File: src/rtl/adc_des_pkg.sv
// Shared types and constants for the codec ADC deserializer.
package adc_des_pkg;

    localparam int unsigned DATA_W_DEF = 16;
    localparam int unsigned FRAME_BITS = 2 * DATA_W_DEF;
    localparam int unsigned OVF_CNT_W  = 8;

    // Bit counter must hold the value FRAME_BITS itself, not just FRAME_BITS-1
    function automatic int unsigned cnt_width(input int unsigned bits);
        return $clog2(bits + 1);
    endfunction

    localparam int unsigned CNT_W = cnt_width(FRAME_BITS);

    typedef enum logic [1:0] {
        IDLE  = 2'd0,
        SHIFT = 2'd1,
        LOAD  = 2'd2
    } state_e;

endpackage

File: src/rtl/sync_edge.sv
// Two-flop synchronizer for an asynchronous level, plus rising-edge detect
// against a one-cycle-delayed copy of the synchronized value.
module sync_edge (
    input  logic clk,
    input  logic reset,
    input  logic d_i,
    output logic rise_c_o
);

    logic meta_q;
    logic sync_q;
    logic dly_q;

    // Synchronizer chain and delayed copy for edge detection
    always_ff @(posedge clk) begin
        if (reset) begin
            meta_q <= 1'b0;
            sync_q <= 1'b0;
            dly_q  <= 1'b0;
        end else begin
            meta_q <= d_i;
            sync_q <= meta_q;
            dly_q  <= sync_q;
        end
    end

    assign rise_c_o = sync_q & ~dly_q;

endmodule

File: src/rtl/adc_deserializer.sv
// Codec ADC serial-to-parallel deserializer with a one-entry output buffer.
// Frames start on an adc_lr_clk rising edge and are shifted MSB first on
// b_clk rising edges. A frame completing while the buffer is still full is
// dropped and flagged in the sticky overflow bit.
// Optional feature: define ADC_OVF_COUNT_EN to add the saturating ovf_count
// output that counts dropped frames.
module adc_deserializer #(
    parameter int unsigned DATA_W     = 16,
    parameter int unsigned FRAME_BITS = 2 * DATA_W
) (
    input  logic              clk,
    input  logic              reset,
    input  logic              b_clk,
    input  logic              adc_lr_clk,
    input  logic              adcdat,
    output logic [DATA_W-1:0] left_data,
    output logic [DATA_W-1:0] right_data,
    output logic              sample_valid,
    input  logic              sample_ready,
    output logic              overflow,
    input  logic              overflow_clr
`ifdef ADC_OVF_COUNT_EN
    ,
    output logic [7:0]        ovf_count
`endif
);

    import adc_des_pkg::*;

    localparam int unsigned CW = cnt_width(FRAME_BITS);

    state_e                state_q, state_d;
    logic [CW-1:0]         cnt_q, cnt_d;
    logic [FRAME_BITS-1:0] shreg_q, shreg_d;
    logic [DATA_W-1:0]     left_q, left_d;
    logic [DATA_W-1:0]     right_q, right_d;
    logic                  valid_q, valid_d;
    logic                  ovf_q, ovf_d;
    logic                  dat_meta_q, dat_sync_q;
    logic                  b_rise_c;
    logic                  lr_rise_c;
    logic                  drop_c;
`ifdef ADC_OVF_COUNT_EN
    logic [OVF_CNT_W-1:0]  ovf_cnt_q, ovf_cnt_d;
`endif

    sync_edge u_bclk_sync (
        .clk      (clk),
        .reset    (reset),
        .d_i      (b_clk),
        .rise_c_o (b_rise_c)
    );

    sync_edge u_lrclk_sync (
        .clk      (clk),
        .reset    (reset),
        .d_i      (adc_lr_clk),
        .rise_c_o (lr_rise_c)
    );

    // Data synchronizer, same depth as the clock synchronizers so a bit is
    // sampled in the cycle its b_clk rising edge is detected
    always_ff @(posedge clk) begin
        if (reset) begin
            dat_meta_q <= 1'b0;
            dat_sync_q <= 1'b0;
        end else begin
            dat_meta_q <= adcdat;
            dat_sync_q <= dat_meta_q;
        end
    end

    // Next-state, shift/count datapath and output-buffer control
    always_comb begin
        state_d = state_q;
        cnt_d   = cnt_q;
        shreg_d = shreg_q;
        left_d  = left_q;
        right_d = right_q;
        valid_d = valid_q;
        ovf_d   = ovf_q;
        drop_c  = 1'b0;

        // Consumer handshake; a LOAD below may refill in the same cycle
        if (valid_q && sample_ready) begin
            valid_d = 1'b0;
        end
        // Clear first so a same-cycle drop below wins
        if (overflow_clr) begin
            ovf_d = 1'b0;
        end

        case (state_q)
            IDLE, SHIFT: begin
                if (lr_rise_c) begin
                    // New frame; any partial frame is discarded silently
                    state_d = SHIFT;
                    cnt_d   = '0;
                    shreg_d = '0;
                    if (b_rise_c) begin
                        shreg_d = FRAME_BITS'(dat_sync_q);
                        cnt_d   = CW'(1);
                    end
                end else if ((state_q == SHIFT) && b_rise_c) begin
                    shreg_d = {shreg_q[FRAME_BITS-2:0], dat_sync_q};
                    cnt_d   = cnt_q + CW'(1);
                    if (cnt_q == CW'(FRAME_BITS - 1)) begin
                        state_d = LOAD;
                    end
                end
            end
            LOAD: begin
                state_d = IDLE;
                if (!valid_q || sample_ready) begin
                    left_d  = shreg_q[FRAME_BITS-1 -: DATA_W];
                    right_d = shreg_q[DATA_W-1:0];
                    valid_d = 1'b1;
                end else begin
                    drop_c = 1'b1;
                    ovf_d  = 1'b1;
                end
            end
            default: begin
                state_d = IDLE;
            end
        endcase

`ifdef ADC_OVF_COUNT_EN
        ovf_cnt_d = ovf_cnt_q;
        if (overflow_clr) begin
            ovf_cnt_d = '0;
        end
        if (drop_c && (ovf_cnt_d != {OVF_CNT_W{1'b1}})) begin
            ovf_cnt_d = ovf_cnt_d + OVF_CNT_W'(1);
        end
`endif
    end

    // State and datapath registers
    always_ff @(posedge clk) begin
        if (reset) begin
            state_q <= IDLE;
            cnt_q   <= '0;
            shreg_q <= '0;
            left_q  <= '0;
            right_q <= '0;
            valid_q <= 1'b0;
            ovf_q   <= 1'b0;
        end else begin
            state_q <= state_d;
            cnt_q   <= cnt_d;
            shreg_q <= shreg_d;
            left_q  <= left_d;
            right_q <= right_d;
            valid_q <= valid_d;
            ovf_q   <= ovf_d;
        end
    end

`ifdef ADC_OVF_COUNT_EN
    // Dropped-frame counter register
    always_ff @(posedge clk) begin
        if (reset) begin
            ovf_cnt_q <= '0;
        end else begin
            ovf_cnt_q <= ovf_cnt_d;
        end
    end

    assign ovf_count = ovf_cnt_q;
`endif

    assign left_data    = left_q;
    assign right_data   = right_q;
    assign sample_valid = valid_q;
    assign overflow     = ovf_q;

endmodule

File: config.mk
export PLATFORM = sky130hd
export DESIGN_NAME = adc_deserializer
export DESIGN_NICKNAME = d
export VERILOG_FILES = /design/src/rtl/adc_des_pkg.sv /design/src/rtl/sync_edge.sv /design/src/rtl/adc_deserializer.sv
export SDC_FILE = /design/constraint.sdc
export NUM_CORES = 1
export LEC_CHECK = 0
export ABC_AREA = 0
export ABC_CLOCK_PERIOD_IN_PS = 2100
export CORE_MARGIN = 1
export CORE_UTILIZATION = 54
export DETAILED_ROUTE_END_ITERATION = 12
export PLACE_DENSITY = 0.78
export SYNTH_ARGS = -nofsm -noshare
export SYNTH_HDL_FRONTEND = slang
export SYNTH_SLANG_ARGS = --single-unit
File: constraint.sdc
create_clock -name clk -period 2.1 [get_ports clk]
set_input_delay 0.315 -clock clk [delete_from_list [all_inputs] [get_ports clk]]
set_output_delay 0.315 -clock clk [all_outputs]
set_load 0.03 [all_outputs]
### Word level (Yosys, flattened, before mapping)

Index checks and enable logic that the tools add are counted.

| operators by class | value |
|---|---|
| add/sub/neg operators | 1 |
| equality and inequality tests | 3 |
| muxes and demuxes | 15 |
| bitwise gates (word level) | 5 |
| reductions and logical operators | 14 |

Operator list:

| operator | count |
|---|---|
| $mux W32 | 2 |
| $mux W6 | 2 |
| $mux W1 | 11 |
| $reduce_and A2 Y1 | 4 |
| $add A6 B1 Y6 const B | 1 |
| $eq A6 B5 Y1 const B | 1 |
| $reduce_bool A2 Y1 | 2 |
| $reduce_or A2 Y1 | 2 |
| $not A1 Y1 | 3 |
| $reduce_or A3 Y1 | 1 |
| $and A1 B1 Y1 | 2 |
| $eq A2 B1 Y1 const B | 1 |
| $eq A2 B2 Y1 const B | 1 |
| $logic_and A1 B1 Y1 | 2 |
| $logic_not A2 Y1 | 1 |
| $logic_not A1 Y1 | 1 |
| $logic_or A1 B1 Y1 | 1 |

| storage, ports and cells | value |
|---|---|
| register bits after elaboration | 82 |
| input bits | 7 |
| output and inout port bits | 34 |
| word-level logic and storage cells | 54 |

### Logic depth before layout (Yosys ltp)

| depth | value |
|---|---|
| depth in word-level cells | 5 |
| depth in mapped cells | 5 |
| depth with buffers taken out | 4 |

### By module

Synthesis repeated with hierarchy kept, for this count alone.

| unflattened totals | value |
|---|---|
| cells, all modules | 362 |
| area total of the unflattened synthesis | 3099.2 sq um |

By module, submodules not included:

| module | instances | cells an instance | area an instance (sq um) | sequential area each (sq um) |
|---|---|---|---|---|
| adc_deserializer | 1 | 348 | 2924.1 | 1521.5 |
| sync_edge | 2 | 7 | 87.6 | 60.1 |

### Worst setup path after synthesis

No wires, ideal clock.

| timing path | value |
|---|---|
| kind | register -> register |
| from | register state_q[1] |
| to | register cnt_q[4] |
| setup time | 121 ps |
| data arrival time | 1345 ps |
| data required time | 1979 ps |
| path slack | 635 ps |
| cell stages (with the launch flop) | 5 |
| buffers on the path | 1 |
| clock period less this slack | 1465 ps |
| cell sequence | dfxtp_1 or3b_4 buf_6 a21oi_1 mux2_2 |

| on the way | value |
|---|---|
| word-level cells in the longest chain between the ends | 4 |
| elaborated cells between the ends (all ways) | 6 |
| those cells by class | eq/ne: 1; reduce/logical: 5 |

Ends and longest elaborated chain:

| element | line | text |
|---|---|---|
| start: declaration | adc_deserializer.sv:32 | `state_e state_q, state_d;` |
| start signal: assignment | adc_deserializer.sv:150 | `state_q <= state_d;` |
| $eq A2 B1 Y1 | adc_deserializer.sv:93, adc_deserializer.sv:104 |  |
| $logic_and A1 B1 Y1 | adc_deserializer.sv:104 | `end else if ((state_q == SHIFT) && b_rise_c) begin` |
| $reduce_bool A2 Y1 (no line) | n/a |  |
| $reduce_and A2 Y1 (no line) (*) | n/a |  |
| end signal: assignment | adc_deserializer.sv:151 | `cnt_q <= cnt_d;` |
| end: declaration | adc_deserializer.sv:33 | `logic [CW-1:0] cnt_q, cnt_d;` |

Mark *: on every way between the ends. The rest lies on a longest branch, timed or not.
A chain may end at the register's enable or synchronous reset.

### Worst setup path after layout

| timing path | value |
|---|---|
| from | register state_q[1] |
| to | register cnt_q[3] |

Same word-level chain as after synthesis.

==> summary.txt <==
outcome - completed
Core Rows - 27
met1 WL - 3130 um
core area - 0.00554 mm^2
Tcrit/Tclk final - 0.850
startpoint types - register
Post-synth EDFFs - 0
CP peak stage delay - 0.53 ns
sink count of the clock tree - 82
Routed met2 length - 3350 um
post-place setup slack - 0.429 ns
placer congestion estimate - 0.829
worst r2r src - state_q[1]$_SDFFE_PP0P_
Critical Path AT - 2.03 ns
Cells after Synth - 369
internal power - 2.14 mW
Peak Freq - 560 MHz
First-pass DRT Iterations - 4
via density per instance - 5.94
die footprint - 0.00613 mm^2
cell with the most instances after synthesis - nand3_1
Initial Util - 0.567
hpwl dp - 4140 um
Max Used Layer - met4
worst min-delay path endpoint - cnt_q[2]$_SDFFE_PP0P_
Comb pwr share - 0.032
crit path max fanout - 16
largest area contributor in the netlist - dfxtp_1
H-tree depth - 3
total gr overflow - 0
clk_lat worst skew - 0.36 ns
I/O pins - 41
top post-synthesis cells by area - dfxtp_1, nand3_1, a21oi_1
via count - 2798
chip height - 78.3 um
vias in the first global route - 2551
CTS Buffer Depth - 2
antenna-violating nets left - 0
Crit. End Element - register
Post-synth top flop - dfxtp_1
Routed WL - 6910 um
initial antenna violation count - 0
Post-CTS Setup Bufs - 0
Crit Path Category - register to register
Final TNS setup - 0 ns
antenna fix cells - 0
CP Cell Sequence - or3b_4 > a211oi_1 > mux2_2
Final setup viols - 0
ys async rst share - 0
# fillers - 468
Post-Syn Nets - 377
Hold Path Class - input pin to register
synth cell count leaders - nand3_1, dfxtp_1, a21oi_1, o21ai_0, clkbuf_1
WP data required - 2.34 ns
fin nets - 402
post-DR wirelength/cell - 14.7 um
yosys warns - 0
Max Slew Vio Count - 0
worst-margin pin slew - 0.516 ns
P_sw - 0.624 mW
hold path startpoint - reset
Resized cells post-CTS - 0
CTS tree - built
Seq/Total Area, Yosys - 0.523
Final Worst Setup Slack - 0.315 ns
unrepaired setup endpoints after global routing - no
synthesized cell area - 0.00314 mm^2
share of power burned in registers - 0.567
clock power share - 0.401
max_slew headroom - 0.656
root buf cell - clkbuf_8
syn avg cell area - 8.51 um^2
Yosys top cell area share - 0.523
post-synth cell types - 27
die width - 78.3 um
worst hold stages - 3
Starting DRT DRC Count - 280
hold buffers post-CTS - 0
R2R setup slack - 0.32 ns
Layout area overhead - 20.5%
port bufs - 40
proportion of layout cells with a drive suffix above 1 - 0.0877
first-pass GRT wire length - 11600 um
Cell Pwr Density - 730 mW/mm^2
Max Cap Viol - 0
Reg clk slew, reported paths - 0.08 ns
peak supply drop - 0.000440 V
Pleak - 1.20 nW
switch share - 0.226
hold violation count in the final report - 0
hold_ws - 0.350 ns
Seq cells post-synth - 82
CP max stage cell - or3b_4
R2R Path End - cnt_q[3]$_SDFFE_PP0P_
Total GRT Usage - 0.240
min Tclk post-route - 1.78 ns
DRC viols - 0
pin count of the biggest net entering global routing - 79
Worst R2R Path Depth - 3
TritonCTS Buffers - 9
Fin Clk Skew - 0.00755 ns
met3 WL - 271 um
-- final cells by class --
class | count | area (um^2) | share of cell area
flip-flops and latches | 82 | 1640 | 0.433
multi-input cells | 245 | 1340 | 0.354
repair buffers | 53 | 518 | 0.137
clock buffers | 11 | 131 | 0.0347
well taps | 72 | 90.1 | 0.0238
clock inverters | 5 | 55.1 | 0.0145
inverters | 3 | 11.3 | 0.00297
-- registers in the layout, summed over array words and instances (netlist names) --
signal               cells
cnt_q                    6
dat_meta_q               1
dat_sync_q               1
left_data               16
overflow                 1
right_data              16
sample_valid             1
shreg_q                 32
state_q                  2
u_bclk_sync.dly_q        1
u_bclk_sync.meta_q       1
u_bclk_sync.sync_q       1
u_lrclk_sync.dly_q       1
u_lrclk_sync.meta_q      1
u_lrclk_sync.sync_q      1
-- layout by cell type (no fill, tap or decap), drive strengths merged, types with 2 or more instances in the layout --
master,synthesis,layout
nand2b,4,4
o21ai,33,33
nor2b,13,13
nor3b,2,2
nor3,3,3
and3,3,3
mux2,3,3
a211oi,3,3
a21oi,69,69
clkdlybuf4s50,0,39
buf,16,14
inv,3,3
nand3,99,99
clkbuf,23,11
clkinvlp,0,2
nor4,2,2
dfxtp,82,82
clkinv,0,2
nor2,2,2
-- worst max-delay path, delay by kind of cell (launching register included) --
| family | cells | cell delay, ns |
|---|---|---|
| AO/OA/AOI/OAI | 1 | 0.34 |
| flip-flops | 1 | 0.41 |
| multiplexers | 1 | 0.39 |
| AND/OR/NAND/NOR | 1 | 0.53 |
-- per-layer routing --
metal / vias to the layer above / GRT usage
met4: 0 / 0.0963
met5: - / 0
met3: 14 / 0.0698
met2: 59 / 0.391
met1: 1355 / 0.299
li1: 1370 / -
-- logic make-up (layout without fill, tap and decap cells) --
kind of cell,count (synthesis),in the layout,share of synthesized area
flops,82,82,0.522
fa+ha+maj,1,1,0.00398
compound gates,109,109,0.180
simple gates,132,132,0.225
buf+inv,42,72,0.0573
mux,3,3,0.0108
-- worst max-delay path by stage --
stage,cells after the start,startpoint,to
after global placement,5,sample_ready,left_data[14]$_SDFFE_PP0P_
after floorplan,4,state_q[1]$_SDFFE_PP0P_,cnt_q[4]$_SDFFE_PP0P_
after global routing,3,state_q[1]$_SDFFE_PP0P_,cnt_q[3]$_SDFFE_PP0P_
after CTS,3,state_q[1]$_SDFFE_PP0P_,cnt_q[3]$_SDFFE_PP0P_
final,3,state_q[1]$_SDFFE_PP0P_,cnt_q[3]$_SDFFE_PP0P_
after detailed placement,3,state_q[1]$_SDFFE_PP0P_,cnt_q[3]$_SDFFE_PP0P_
-- power groups by stage --
stage	combinational [mW]	sequential, mW	clock, mW
2_1_floorplan	0.0581	1.60	0
3_5_place_dp	0.0853	1.60	0
3_3_place_gp	0.0853	1.60	0
5_1_grt	0.0948	1.57	1.19
6_report	0.0876	1.57	1.11
4_1_cts	0.0868	1.57	1.12
-- per-stage QoR --
| step | power (mW) | instances | area (um^2) | util |
|---|---|---|---|---|
| after detailed placement | 1.69 | 455 | 3600 | 0.650 |
| after floorplan | 1.66 | 369 | 3140 | - |
| final | 2.76 | 471 | 3790 | 0.684 |
| after CTS | 2.77 | 471 | 3790 | 0.684 |
| after global routing | 2.85 | 471 | 3790 | 0.684 |
| after global placement | 1.69 | 455 | 3600 | 0.650 |
No activity file was read; power rests on OpenSTA's default activity.
